File: src/rtl/goldschmidt_issue_if.sv
// Operand/quotient handshake bundle for goldschmidt_issue.
// master = operand source and quotient consumer; slave = the issue block.
interface goldschmidt_issue_if #(
    parameter int WIDTH = 29
);
    logic             in_valid;
    logic             in_ready;
    logic [WIDTH-1:0] in_num;
    logic [WIDTH-1:0] in_den;
    logic             out_valid;
    logic             out_ready;
    logic [WIDTH-1:0] out_quot;
    logic             out_dz;

    modport master (
        output in_valid, in_num, in_den, out_ready,
        input  in_ready, out_valid, out_quot, out_dz
    );

    modport slave (
        input  in_valid, in_num, in_den, out_ready,
        output in_ready, out_valid, out_quot, out_dz
    );
endinterface

File: src/rtl/goldschmidt_issue.sv
// On-demand sequencer for the Goldschmidt divider: one ITERS-cycle schedule per operand pair.
// Optional GOLDSCHMIDT_DZ_CHECK_EN: zero denominators bypass the divider and flag out_dz.
module goldschmidt_issue #(
    parameter int WIDTH = 29,
    parameter int ITERS = 12
) (
    input  logic             clk,
    input  logic             reset,
    goldschmidt_issue_if.slave io,
    output logic             busy,
    output logic [WIDTH-1:0] div_num,
    output logic [WIDTH-1:0] div_den,
    output logic             div_mode,
    output logic             div_stage,
    input  logic [WIDTH-1:0] div_quot
);
    localparam int CW = $clog2(ITERS);
    localparam logic [CW-1:0] LAST = CW'(ITERS - 1);

    typedef enum logic [1:0] {IDLE, RUN, DONE} state_t;

    state_t           state;
    logic [CW-1:0]    cnt;
    logic             out_valid_q;
    logic [WIDTH-1:0] quot_q;
    logic             accept;
    logic             dz_hit;

    // DONE can accept a new pair in the same cycle its result is retired.
    assign io.in_ready  = (state == IDLE) || ((state == DONE) && io.out_ready);
    assign accept       = io.in_valid && io.in_ready;
    assign io.out_valid = out_valid_q;
    assign io.out_quot  = quot_q;
    assign busy         = (state == RUN);
    assign div_mode     = (state == RUN) && (cnt >= CW'(2));
    assign div_stage    = (state == RUN) && cnt[0];

`ifdef GOLDSCHMIDT_DZ_CHECK_EN
    logic dz_q;
    assign dz_hit    = (io.in_den == '0);
    assign io.out_dz = dz_q;
`else
    assign dz_hit    = 1'b0;
    assign io.out_dz = 1'b0;
`endif

    always_ff @(posedge clk or posedge reset) begin
        if (reset) begin
            state       <= IDLE;
            cnt         <= '0;
            out_valid_q <= 1'b0;
            quot_q      <= '0;
            div_num     <= '0;
            div_den     <= '0;
`ifdef GOLDSCHMIDT_DZ_CHECK_EN
            dz_q        <= 1'b0;
`endif
        end else begin
            case (state)
                RUN: begin
                    if (cnt == LAST) begin
                        quot_q      <= div_quot;
                        out_valid_q <= 1'b1;
                        cnt         <= '0;
                        state       <= DONE;
`ifdef GOLDSCHMIDT_DZ_CHECK_EN
                        dz_q        <= 1'b0;
`endif
                    end else begin
                        cnt <= cnt + CW'(1);
                    end
                end
                default: begin
                    // Retire first; a same-cycle accept below overrides the IDLE target.
                    if ((state == DONE) && io.out_ready) begin
                        out_valid_q <= 1'b0;
                        state       <= IDLE;
                    end
                    if (accept) begin
                        if (dz_hit) begin
                            quot_q      <= '1;
                            out_valid_q <= 1'b1;
                            state       <= DONE;
`ifdef GOLDSCHMIDT_DZ_CHECK_EN
                            dz_q        <= 1'b1;
`endif
                        end else begin
                            div_num     <= io.in_num;
                            div_den     <= io.in_den;
                            cnt         <= '0;
                            out_valid_q <= 1'b0;
                            state       <= RUN;
                        end
                    end
                end
            endcase
        end
    end
endmodule
File: src/flat_wrapper.sv
// flat-port wrapper written by rule: the top's interface ports become plain ports
module goldschmidt_issue_flat 
#(
    parameter int WIDTH = 29,
    parameter int ITERS = 12
)
  (clk, reset, busy, div_num, div_den, div_mode, div_stage, div_quot, io_in_valid, io_in_num, io_in_den, io_out_ready, io_in_ready, io_out_valid, io_out_quot, io_out_dz);
  goldschmidt_issue_if #(.WIDTH(WIDTH)) io_i ();
  input  logic clk;
  input  logic reset;
  output logic busy;
  output logic [WIDTH-1:0] div_num;
  output logic [WIDTH-1:0] div_den;
  output logic div_mode;
  output logic div_stage;
  input  logic [WIDTH-1:0] div_quot;
  input wire logic [$bits(io_i.in_valid)-1:0] io_in_valid;
  input wire logic [$bits(io_i.in_num)-1:0] io_in_num;
  input wire logic [$bits(io_i.in_den)-1:0] io_in_den;
  input wire logic [$bits(io_i.out_ready)-1:0] io_out_ready;
  output wire logic [$bits(io_i.in_ready)-1:0] io_in_ready;
  output wire logic [$bits(io_i.out_valid)-1:0] io_out_valid;
  output wire logic [$bits(io_i.out_quot)-1:0] io_out_quot;
  output wire logic [$bits(io_i.out_dz)-1:0] io_out_dz;
  assign io_i.in_valid = io_in_valid;
  assign io_i.in_num = io_in_num;
  assign io_i.in_den = io_in_den;
  assign io_i.out_ready = io_out_ready;
  assign io_in_ready = io_i.in_ready;
  assign io_out_valid = io_i.out_valid;
  assign io_out_quot = io_i.out_quot;
  assign io_out_dz = io_i.out_dz;
  goldschmidt_issue #(.WIDTH(WIDTH), .ITERS(ITERS)) u_core (.clk(clk), .reset(reset), .io(io_i), .busy(busy), .div_num(div_num), .div_den(div_den), .div_mode(div_mode), .div_stage(div_stage), .div_quot(div_quot));
endmodule
File: config.mk
export PLATFORM = sky130hd
export DESIGN_NAME = goldschmidt_issue_flat
export DESIGN_NICKNAME = d
export VERILOG_FILES = /design/src/rtl/goldschmidt_issue_if.sv /design/src/rtl/goldschmidt_issue.sv /design/src/flat_wrapper.sv
export SDC_FILE = /design/constraint.sdc
export NUM_CORES = 1
export LEC_CHECK = 0
export BUFFER_PORTS_ARGS = -buffer_cell sky130_fd_sc_hd__clkbuf_2
export CELL_PAD_IN_SITES_DETAIL_PLACEMENT = 1
export CELL_PAD_IN_SITES_GLOBAL_PLACEMENT = 1
export CORE_MARGIN = 2
export CORE_UTILIZATION = 33
export CTS_BUF_LIST = sky130_fd_sc_hd__clkbuf_16
export DETAILED_ROUTE_END_ITERATION = 10
export PLACE_DENSITY = 0.76
export SLEW_MARGIN = 0
export SYNTH_ARGS = -nofsm -noshare
export SYNTH_HDL_FRONTEND = slang
export SYNTH_SLANG_ARGS = --single-unit
File: constraint.sdc
create_clock -name clk -period 2.8 [get_ports clk]
set_input_delay 0.56 -clock clk [delete_from_list [all_inputs] [get_ports clk]]
set_output_delay 0.56 -clock clk [all_outputs]
set_load 0.05 [all_outputs]
## Word level (Yosys, flattened, before mapping)

Cells that the tools add are included.
Widths: inputs -> output; s select.

- Add/subtract/negate cells: 1
- Order comparisons: 1
- Equality and inequality tests: 4
- Muxes and demuxes: 11
- Bitwise operators: 1
- Reduce and logical (&&, ||, !) cells: 11

Operators with widths:

| cell | count |
|---|---|
| $mux 4 | 3 |
| $mux 2 | 4 |
| $reduce_and 2->1 | 3 |
| $add 4x1->4 const B | 1 |
| $eq 4x4->1 const B | 1 |
| $ge 4x2->1 const B | 1 |
| $logic_and 1x1->1 | 4 |
| $mux 1 | 4 |
| $reduce_bool 3->1 | 1 |
| $eq 2x1->1 const B | 1 |
| $eq 2x2->1 const B | 1 |
| $logic_not 2->1 | 1 |
| $ne 2x1->1 const B | 1 |
| $reduce_bool 2->1 | 1 |
| $logic_or 1x1->1 | 1 |
| $not 1->1 | 1 |

- Register bits: 94
- Input bits: 91
- Output and inout port bits: 93
- Logic and storage cells: 35

## Depth between registers and ports, before layout

- Depth in word-level cells: 6
- Gate-level depth with buffers: 6
- Mapped depth without buffers: 4

## Worst setup path before layout

Ideal clock, no wire load.

- Kind: reg-to-output
- Start: register, netlist name u_core.io.out_valid
- End: output div_mode
- Data arrival time: 1.667 ns
- Data required time: 2.240 ns
- Setup slack: 0.573 ns
- Cell stages (with the launch flop): 4
- Buffers on the path: 1
- Path through: dfrtp_1 -> nand2b_1 -> buf_2 -> nor2_1

RTL lines:

| item | RTL line | source |
|---|---|---|
| to (decl) | flat_wrapper.sv:14 | `output logic div_mode;` |

## Worst setup path in the final report

- Start: register u_core.cnt[0]
- End: output div_mode

- Longest elaborated chain between the ends: 2

Ends and longest elaborated chain:

| item | RTL line | source |
|---|---|---|
| from (decl) | goldschmidt_issue.sv:23 | `logic [CW-1:0] cnt;` |
| from (signal assigned) | goldschmidt_issue.sv:70 | `cnt <= cnt + CW'(1);` |
| $ge 4x2->1 | goldschmidt_issue.sv:35 | `assign div_mode = (state == RUN) && (cnt >= CW'(2));` |
| $logic_and 1x1->1 | goldschmidt_issue.sv:35 |  |

Every way passes these cells.

==> impl_summary.txt <==
----------------------------------------------------
[CTS]
  Clock net sink count ... 93
  Number of buffers on the longest clock path ... 2
  Clock Latency Late Sink ... 340 ps
  Post CTS Setup Buffer Count ... 0
  Count of cells resized by post-cts repair ... 0
  Htree depth ... 3
  Post-cts hold buffer count ... 0
  CTS tree ... done
  Clock edge transition at the registers on the reported setup and hold paths ... ~60 ps
  Buffer cell driving the clock tree root ... clkbuf_16
  CTS Buf Count ... 9

[Routing]
  Via/cell ratio ... between 4 and 5
  Wirelength per Cell ... between 15 and 20 um
  Routed via count ... roughly 2,600
  Wire length reported by the detailed router ... 9030 um
  Post-DRT Antenna Nets ... 0
  Initial detailed-routing violation count ... 66
  Number of DRC violations after detailed routing ... 0
  Number of search-and-repair iterations in the first detailed-routing pass ... 3

[Critical path]
  Slowest CP cell ... dfrtp_1
  Critical path startpoint category ... flip-flop
  CP bufs+invs ... 2
  Arrival time reported for the critical path endpoint ... between 1500 and 2000 ps
  Crit path max fanout ... 5
  Startpoint of the worst register-to-register path ... u_core.io.out_valid
  Launch point of the critical path ... u_core.cnt[0]
  Ordered cell list for the critical path ... inv_1 > ha_1 > nor4_1 > nor2_1 > clkbuf_2
  Nature of the critical path endpoint ... output port
  Dominant delay contributor by cell family on the critical path ... flip-flops
  Required time of the critical path ... around 2200 ps
  Worst setup path category ... flip-flop to output port
  Crit path largest cell delay ... 420 ps

[Synth]
  Largest area contributor in the netlist ... dfrtp_1
  Syn Nets ... 321
  Commonest register cell after synthesis ... dfrtp_1
  Count of state elements after synthesis ... 93
  Sequential-to-total area share from yosys stat ... 0.601
  Synth Cell Area ... 3870 um^2
  Number of synthesized flops with an enable pin ... 0
  Cell count after synthesis ... approximately 230
  Top-count cell post-synth ... dfrtp_1
  Number of distinct standard cells referenced by the synthesized netlist ... 31
  Average cell area after synthesis ... 17.0 um^2
  Most area-consuming cells after synthesis ... dfrtp_1, mux2_4, mux2_2, mux2_1, buf_6
  Most used standard cells in the synthesized netlist ... dfrtp_1, mux2_4, mux2_2
  Warnings, synthesis ... 0
  Share of the synthesized area in the top cell type ... 0.601
  Synth async-reset ratio ... 1.00

[Timing]
  Endpoints failing hold ... 0
  Measured slew at the worst slew-check pin ... 658 ps
  Clock skew ... 8.70 ps
  Final critical path time including I/O delays and setup ... about 2200 ps
  F_max ... 0.453 GHz
  RSZ-0062 raised after global routing ... no
  Headroom to the max-slew limit ... 0.562
  Sum of negative setup slack ... 0 ps
  Number of endpoints failing setup at the final stage ... 0
  Post-route clock period utilization ... 0.788
  Final slew viol count ... 0

[GRT]
  Most used routing layer ... met2
  Global routing usage on met3 ... 0.0475
  Global Route met1 Usage ... 0.184
  Overall fraction of global-route tracks in use ... 0.150
  Global route total overflow ... 0
  Largest net degree at the start of global routing ... 53
  GR Layer Usage met2 ... 0.245
  First-pass GRT wire length ... approximately 15,000 um
  Via count of the first global-routing pass ... 2,900
  Antenna violations before repair ... 0

[Floorplanning]
  Initial Utilization ... 0.339
  Die extent in x ... 112 um
  Die outline area ... 12,600 um^2
  Core outline area ... ~11,000 um^2
  I/O pin count ... around 180
  Die H ... 112 um
  FP Rows ... 39

[Layout]
  Layout cells sized above 1 ... 0.683
  Fill cell total of the finished layout ... 1,233
  Sequential cell area in the final layout ... 2330 um^2
  Layout area overhead ... 34.1%
  Number of nets in the final layout ... 507
  Diode count ... 0
  Multi-input logic area ... 1410 um^2

[Placement]
  Total half-perimeter wirelength after legalization and detailed placement ... just under 7000 um
  Quantity of I/O buffers inserted on ports ... 182
  Routability-driven placement congestion ratio ... ~0.74

[Hold path]
  Kind of path behind the tightest hold check ... input pin to async pin

[Run]
  Count of max-cap constraint violations ... 0

[Outcome]
  Outcome ... finished, final reports clean

----------------------------------------------------
==> cells in the final DEF, fill, tap and decap left out, types with 2 or more instances in the layout <==
cell | synthesis | layout
a31o_2 | 2 | 2
buf_12 | 1 | 2
buf_4 | 3 | 3
clkbuf_16 | 0 | 9
clkbuf_2 | 0 | 182
clkinv_2 | 0 | 4
dfrtp_1 | 93 | 93
ha_1 | 2 | 2
inv_1 | 4 | 4
mux2_1 | 8 | 8
mux2_2 | 19 | 19
mux2_4 | 60 | 60
nand2_1 | 4 | 4
nand2b_1 | 2 | 2
nor2_1 | 4 | 4
nor2b_1 | 2 | 2
==> per-stage QoR <==
step	utilization	setup WS, ps	hold WS (ps)	cells	instance area, um^2
3_5_place_dp	0.430	861	477	546	4910
5_1_grt	0.455	462	423	562	5190
6_report	0.455	593	365	562	5190
2_1_floorplan	-	573	519	228	3880
3_3_place_gp	0.430	915	469	546	4910
4_1_cts	0.455	546	383	562	5190
==> registers in the layout (all words and copies together) (netlist names) <==
signal / cells
u_core.io.out_quot: 29
u_core.div_num: 29
u_core.div_den: 29
u_core.state: 1
u_core.io.out_valid: 1
u_core.cnt: 4
==> metal layers <==
metal,vias to the layer above,part of all wire
met5,-,0
met4,0,0.015
met3,12,0.081
met2,114,0.48
met1,1284,0.42
li1,1157,-
==> path summary, 6_finish.rpt <==
check	to	slack (ps)	cells after the start
setup / recovery	div_mode	590	5
hold / removal	u_core.io.out_quot[13]	360	3
setup reg to reg	u_core.io.out_quot[23]	930	4
hold reg to reg	u_core.div_num[2]	490	1
max in group asynchronous	u_core.div_num[24]	1930	3
min in group clk	u_core.div_num[5]	440	2
==> worst register-to-register path, delay by kind of cell (launching register included) <==
kind	cells	cell delay (ps)
flops	1	410
buf+inv	1	230
mux	1	360
simple gates	2	770
==> layout make-up <==
class	count	area share
Clock inverter	7	0.0111
Timing Repair Buffer	187	0.187
Inverter	4	0.00361
Clock buffer	9	0.0434
Multi-Input combinational cell	119	0.272
Sequential cell	93	0.448
Tap cell	143	0.0344
==> kinds of logic (layout without fill, tap and decap cells) <==
logic type | Yosys count | in the layout | share of synthesized area
flip-flops | 93 | 93 | 0.601
multiplexers | 87 | 87 | 0.311
other | 1 | 1 | 0.000968
adder cells (fa/ha/maj) | 2 | 2 | 0.00646
buffers and inverters | 16 | 207 | 0.0365
AND/OR/NAND/NOR | 22 | 22 | 0.0316
AO/OA/AOI/OAI | 7 | 7 | 0.0129
Power is not shown: default switching activity piles up to over one toggle a cycle in this logic, so the estimate is an artifact.
